File: config.mk
export PLATFORM = sky130hd
export DESIGN_NAME = bp_writeback_control
export DESIGN_NICKNAME = d
export VERILOG_FILES = /design/src/rtl/bp_writeback_control.sv
export SDC_FILE = /design/constraint.sdc
export NUM_CORES = 1
export LEC_CHECK = 0
export ABC_AREA = 0
export CAP_MARGIN = 5
export CORE_AREA = 2 2 757 759
export CTS_CLUSTER_DIAMETER = 40
export DETAILED_ROUTE_END_ITERATION = 8
export DIE_AREA = 0 0 759 761
export GPL_ROUTABILITY_DRIVEN = 0
export GPL_TIMING_DRIVEN = 0
export SYNTH_ARGS = -nofsm -noshare
export SYNTH_HDL_FRONTEND = slang
export SYNTH_SLANG_ARGS = --single-unit
export TNS_END_PERCENT = 50
File: constraint.sdc
create_clock -name clk -period 28.9 [get_ports clk]
set_input_delay 2.89 -clock clk [delete_from_list [all_inputs] [get_ports clk]]
set_output_delay 2.89 -clock clk [all_outputs]
set_load 0.03 [all_outputs]
File: src/rtl/bp_writeback_control.sv
// BP buffer -> DDR write-FIFO return path: reads result lines from the BP
// buffers and streams packed words into the DDR write FIFO.
// Ports: clk/rst_n; conf + transfer config in; ddr_conf/ddr_st_addr_out/
// ddr_len request out; ddr_fifo_full/wr/data FIFO side; BP_addr_out/
// BP_data_in buffer side; idle status.
// Optional: define BPWB_LAST_EN to add ddr_fifo_last (final-word marker).
module bp_writeback_control #(
  parameter int X_MAC        = 4,
  parameter int X_MESH       = 8,
  parameter int DDR_ADDR_LEN = 32,
  parameter int DDR_DATA_LEN = 256,
  parameter int ADDR_LEN     = 16,
  parameter int DATA_LEN     = 32,
  parameter int SINGLE_LEN   = 24,
  parameter int BUFFER_NUM   = X_MAC*X_MESH
) (
  input  logic                           clk,
  input  logic                           rst_n,
  input  logic                           conf,
  input  logic [SINGLE_LEN-1:0]          data_ddr_byte,
  input  logic [DDR_ADDR_LEN-1:0]        ddr_st_addr,
  input  logic [ADDR_LEN-1:0]            BP_st_addr,
  input  logic [1:0]                     BP_st_num,
  input  logic [1:0]                     Line_cnt,
  input  logic [SINGLE_LEN-1:0]          Line_width,
  output logic [DDR_ADDR_LEN-1:0]        ddr_st_addr_out,
  output logic [SINGLE_LEN-1:0]          ddr_len,
  output logic                           ddr_conf,
  input  logic                           ddr_fifo_full,
  output logic                           ddr_fifo_wr,
  output logic [DDR_DATA_LEN-1:0]        ddr_fifo_data,
  output logic [ADDR_LEN*BUFFER_NUM-1:0] BP_addr_out,
  input  logic [DATA_LEN*BUFFER_NUM-1:0] BP_data_in,
`ifdef BPWB_LAST_EN
  output logic                           ddr_fifo_last,
`endif
  output logic                           idle
);

  typedef enum logic [1:0] {
    S_IDLE,
    S_RUN,
    S_DRAIN
  } state_t;

  localparam logic [SINGLE_LEN-1:0] W_ONE = 1;
  localparam logic [ADDR_LEN-1:0]   A_ONE = 1;

  state_t state_q, state_d;

  logic [SINGLE_LEN-1:0] lw_q, word_q;
  logic [1:0]            lc_q, line_q, col_q, icol_q;
  logic [ADDR_LEN-1:0]   base_q, addr_q;
  logic                  infl_q;

  logic [DDR_DATA_LEN-1:0] skid_mem [2];
  logic                    rp_q, wp_q;
  logic [1:0]              cnt_q;

  logic [DDR_DATA_LEN-1:0] rd_word;
  logic start, issue, end_line, last_word;
  logic push, pop;
  logic [1:0] occ;

`ifdef BPWB_LAST_EN
  logic       ilast_q;
  logic [1:0] skid_last;
`endif

  assign start     = (state_q == S_IDLE) && conf && (Line_width != '0);
  assign end_line  = (word_q == lw_q - W_ONE);
  assign last_word = end_line && (line_q == lc_q);

  // FIFO side: bypass the in-flight word when the skid is empty so the
  // first write lands one cycle after the read address.
  assign ddr_fifo_wr   = ((cnt_q != 2'd0) || infl_q) && !ddr_fifo_full;
  assign ddr_fifo_data = (cnt_q != 2'd0) ? skid_mem[rp_q] : rd_word;
  assign pop  = ddr_fifo_wr && (cnt_q != 2'd0);
  assign push = infl_q && !(ddr_fifo_wr && (cnt_q == 2'd0));

  // Occupancy after this cycle's write; counting the pop lets reads
  // resume the same cycle the FIFO stops being full.
  assign occ = cnt_q + {1'b0, infl_q} - {1'b0, ddr_fifo_wr};

  assign BP_addr_out = {BUFFER_NUM{addr_q}};

`ifdef BPWB_LAST_EN
  assign ddr_fifo_last = ddr_fifo_wr &&
    ((cnt_q != 2'd0) ? skid_last[rp_q] : ilast_q);
`endif

  always_comb begin
    rd_word = '0;
    for (int m = 0; m < X_MESH; m++) begin
      rd_word[m*DATA_LEN +: DATA_LEN] =
        BP_data_in[(int'(icol_q) + X_MAC*m)*DATA_LEN +: DATA_LEN];
    end
  end

  always_ff @(posedge clk) begin
    if (!rst_n) state_q <= S_IDLE;
    else        state_q <= state_d;
  end

  always_comb begin
    state_d = state_q;
    unique case (state_q)
      S_IDLE:  if (start) state_d = S_RUN;
      S_RUN:   if (issue && last_word) state_d = S_DRAIN;
      S_DRAIN: if (occ == 2'd0) state_d = S_IDLE;
      default: state_d = S_IDLE;
    endcase
  end

  always_comb begin
    idle  = (state_q == S_IDLE);
    issue = (state_q == S_RUN) && (occ < 2'd2);
  end

  always_ff @(posedge clk) begin
    if (!rst_n) begin
      lw_q            <= '0;
      lc_q            <= '0;
      base_q          <= '0;
      col_q           <= '0;
      line_q          <= '0;
      word_q          <= '0;
      addr_q          <= '0;
      infl_q          <= 1'b0;
      icol_q          <= '0;
      ddr_conf        <= 1'b0;
      ddr_st_addr_out <= '0;
      ddr_len         <= '0;
    end else begin
      ddr_conf <= start;
      infl_q   <= issue;
      icol_q   <= col_q;
      if (start) begin
        lw_q            <= Line_width;
        lc_q            <= Line_cnt;
        base_q          <= BP_st_addr;
        col_q           <= BP_st_num;
        line_q          <= '0;
        word_q          <= '0;
        addr_q          <= BP_st_addr;
        ddr_st_addr_out <= ddr_st_addr;
        ddr_len         <= data_ddr_byte;
      end else if (issue) begin
        if (end_line) begin
          word_q <= '0;
          addr_q <= base_q;
          col_q  <= col_q + 2'd1;
          line_q <= line_q + 2'd1;
        end else begin
          word_q <= word_q + W_ONE;
          addr_q <= addr_q + A_ONE;
        end
      end
    end
  end

  always_ff @(posedge clk) begin
    if (!rst_n) begin
      rp_q  <= 1'b0;
      wp_q  <= 1'b0;
      cnt_q <= '0;
    end else begin
      if (push) begin
        skid_mem[wp_q] <= rd_word;
        wp_q           <= ~wp_q;
      end
      if (pop) rp_q <= ~rp_q;
      cnt_q <= cnt_q + {1'b0, push} - {1'b0, pop};
    end
  end

`ifdef BPWB_LAST_EN
  always_ff @(posedge clk) begin
    if (!rst_n) begin
      ilast_q   <= 1'b0;
      skid_last <= '0;
    end else begin
      ilast_q <= issue && last_word;
      if (push) skid_last[wp_q] <= ilast_q;
    end
  end
`endif

endmodule

==> summary.md <==
| Metric | Value |
|---|---|
| Status | finished, final reports clean |
| Largest vdd supply drop | around 0.050 mV |
| Gr usage total | about an eighth |
| H-Tree Depth | 3 |
| Global-route wire length before repair | about 430000 um |
| Area leader, netlist | edfxtp_1 |
| DRT Pass-1 Iters | 5 |
| TritonCTS clock tree | done |
| Initial antenna violation count | 255 |
| Pwr per Cell Area | 76.1 mW/mm^2 |
| Initial core utilization | 6.53% |
| Synth Cell Area | 0.0373 mm^2 |
| Final slew viol count | 0 |
| Reg2reg end | addr_q[2] |
| Max Cap Violations | 0 |
| Setup_tns | 0 ns |
| CTS Buf Count | 119 |
| Worst Skew | a little under 0.1 ns |
| Max Root-Sink Buffers | 4 |
| Crit Path Max Fanout | 10 |
| Worst setup endpoint | ddr_fifo_data[225] |
| Ys async rst share | 0% |
| Clk sink count | around 670 |
| Least-Margin Pin Slew | 1.36 ns |
| Total Nets Final | about 6400 |
| Via/cell ratio | about 2.9 |
| Die Area | between 0.5 and 0.6 mm^2 |
| Buffer type at the clock tree root | clkbuf_16 |
| Synth top area cells | edfxtp_1 (41%), mux4_2 (15%), buf_4 (10%) |
| Row count | 278 |
| Port buffer count | about 2000 |
| HP Class | reg2reg |
| Flops & latches, synth | 665 |
| Power consumption | 5.52 mW |
| Worst Hold Margin | ~0.45 ns |
| WL/cell | roughly 28 um |
| Grt ovf | 0 |
| Die X | 759 um |
| WP data required | around 26 ns |
| Register area share after synthesis | 49.5% |
| Layout cells sized above 1 | between 20% and 30% |
| Post-synthesis net count | between 4000 and 5000 |
| Share of the synthesized area in the top cell type | a little over 40% |
| Distinct cell type count after synthesis | 64 |
| # hold bufs at CTS | 0 |
| Area grow syn2layout | 94.6% |
| Mapped Avg Cell Area | between 10 and 15 um^2 |
| Final period util | between 30% and 40% |
| Worst Reg-to-Reg Cells | 12 |
| DR vias | 37119 |
| Crit path arrival time | about 6.0 ns |
| Die Height | around 760 um |
| Max_slew headroom | 9.43% |
| LEAKAGE | roughly 24 nW |
| Hpwl dp | roughly 320000 um |
| Final ANT Viol Nets | 0 |
| Cell count after synthesis | 3071 |
| # DRC | 0 |
| Ports | 1955 |
| CTS resizes | 0 |
| Post-synth EDFFs | between 500 and 600 |
| Largest net degree at the start of global routing | 38 |
| Number of fill cells | 64581 |
| Core box area | roughly 0.57 mm^2 |
| WL final | ~360000 um |
| Final setup viols | 0 |
| R2R setup slack | 24.45 ns |
| Worst-Skew Late Latency | around 0.9 ns |
| CP startpoint | icol_q[0] |
| Ys Warns | 0 |
| Fmax | about 110 MHz |
| Hold Path Depth | 2 |
| Startpoint Class | register |
| Crit Path Category | reg2out |
| Postcts setup bufs | 0 |
| Primary FF master, synth | edfxtp_1 |
| Fin crit period | approximately 8.9 ns |
| Detailed Route Iter0 Violations | about 3500 |
| Reg clk slew, reported paths | around 0.050 ns |
| R2r startpoint | lw_q[0] |
| Crit path capture type | output pin |
| RSZ-0062 raised after global routing | no |
| Vias in the first global route | roughly 35000 |
| Final hold viol count | 0 |
-- placed cells by master, fill, tap and decap left out, types with 24 or more instances in the layout --
cell type,netlist,final
clkdlybuf4s50_1,0,1951
xor2_1,29,29
buf_1,42,28
nor2_1,69,68
buf_12,0,24
buf_6,2,52
mux4_2,256,256
clkbuf_16,0,120
clkbuf_1,150,133
a21oi_1,116,116
xnor2_1,41,41
mux2i_1,270,270
buf_4,497,499
nand2_1,487,487
diode_2,0,97
edfxtp_1,512,512
o21ai_0,267,267
dfxtp_1,153,138
-- registers in the layout, indices dropped and copies added (netlist names), 2 cells and up, named ones only --
register and count:
skid_mem 512, ddr_len 24, col_q 2, ddr_st_addr_out 32
base_q 16, word_q 24, cnt_q 2, lw_q 24
icol_q 2, line_q 2, lc_q 2, addr_q 16
state_q 2
-- cells in the mapped netlist (3+ instances only) --
master    count
xnor2_1      41
o21ai_0     267
mux4_2      256
o211ai_1      4
a31oi_1       4
or4_1         4
o221ai_1     11
a211oi_1      3
nor4b_1       3
nand2_1     487
or3_1         7
nand3b_1      3
and4_1        3
a21oi_1     116
clkbuf_1    150
buf_4       497
nor2_1       69
nor3_1       15
edfxtp_1    512
xor2_1       29
mux2i_1     270
inv_1        14
buf_1        42
nand3_1      18
dfxtp_1     153
and2_1        3
buf_2         3
nand4_1      11
or2_2         3
and3_1       10
nor3b_1       3
nor4_1       13
ha_1          7
-- where the power goes --
| part | total [mW] | internal (mW) | leakage [nW] | switching (mW) |
|---|---|---|---|---|
| clock | 1.53 | 0.971 | 2.08 | 0.557 |
| sequential | 1.14 | 1.09 | 5.87 | 0.0473 |
| combinational | 2.86 | 1.10 | 15.6 | 1.76 |
| total | 5.52 | 3.16 | 23.6 | 2.36 |
-- worst max-delay path: stages (launching register included) --
cell             delay, ns
dfxtp_1               0.79
clkbuf_1              0.43
clkbuf_2              0.66
buf_2                 0.69
mux4_2                0.81
nand2_1               0.12
o21ai_0               0.13
clkdlybuf4s50_1       1.32
-- metal layers --
metal | global-route usage, % | share of wire, % | wire length [um] | vias to the layer above
li1 | - | - | - | 15376
met1 | 13.4 | 38 | 138000 | 18082
met2 | 18.6 | 44 | 159000 | 2809
met3 | 6.17 | 12 | 44800 | 756
met4 | 5.56 | 5.4 | 19600 | 96
met5 | 0.328 | 0.22 | 793 | -
-- how the worst min path moves through the flow --
stage,startpoint,end,slack [ns]
6_report,base_q[1],base_q[1],0.45
5_1_grt,base_q[1],base_q[1],0.47
4_1_cts,ddr_st_addr_out[8],ddr_st_addr_out[8],0.45
3_5_place_dp,ddr_st_addr_out[8],ddr_st_addr_out[8],0.45
3_3_place_gp,ddr_st_addr_out[10],ddr_st_addr_out[10],0.45
2_1_floorplan,base_q[10],base_q[10],0.44
-- stage by stage --
step | cell area, um^2 | worst slack, ns | utilization, % | std cells
floorplan | 37300 | 7.17 | - | 3071
global placement | 66300 | -11.09 | 11.6 | 12585
detailed placement | 68000 | 20.18 | 11.9 | 12688
CTS | 72300 | 19.40 | 12.7 | 12905
global route | 72400 | 19.49 | 12.7 | 12946
finish | 72500 | 20.04 | 12.7 | 13002
-- kinds of logic after synthesis --
family                   Yosys count  share of synthesized area [%]
multiplexers                     528                           22.8
AO/OA/AOI/OAI                    429                           6.18
buffers and inverters            709                           12.2
flip-flops                       665                           49.5
AND/OR/NAND/NOR                  663                           7.50
XOR/XNOR                          70                           1.64
adder cells (fa/ha/maj)            7                          0.235
-- final cells by class --
| type | instances | area [um^2] | area share, % |
|---|---|---|---|
| repair buffers | 2057 | 21200 | 29.2 |
| flip-flops and latches | 665 | 18500 | 25.5 |
| multi-input cells | 1697 | 14300 | 19.7 |
| well taps | 7560 | 9460 | 13.0 |
| plain buffers | 694 | 4540 | 6.26 |
| clock buffers | 130 | 3070 | 4.23 |
| clock inverters | 87 | 1200 | 1.66 |
| diodes | 97 | 243 | 0.335 |
| inverters | 15 | 56.3 | 0.0776 |
Note: power is estimated with default switching activity, not from simulation.
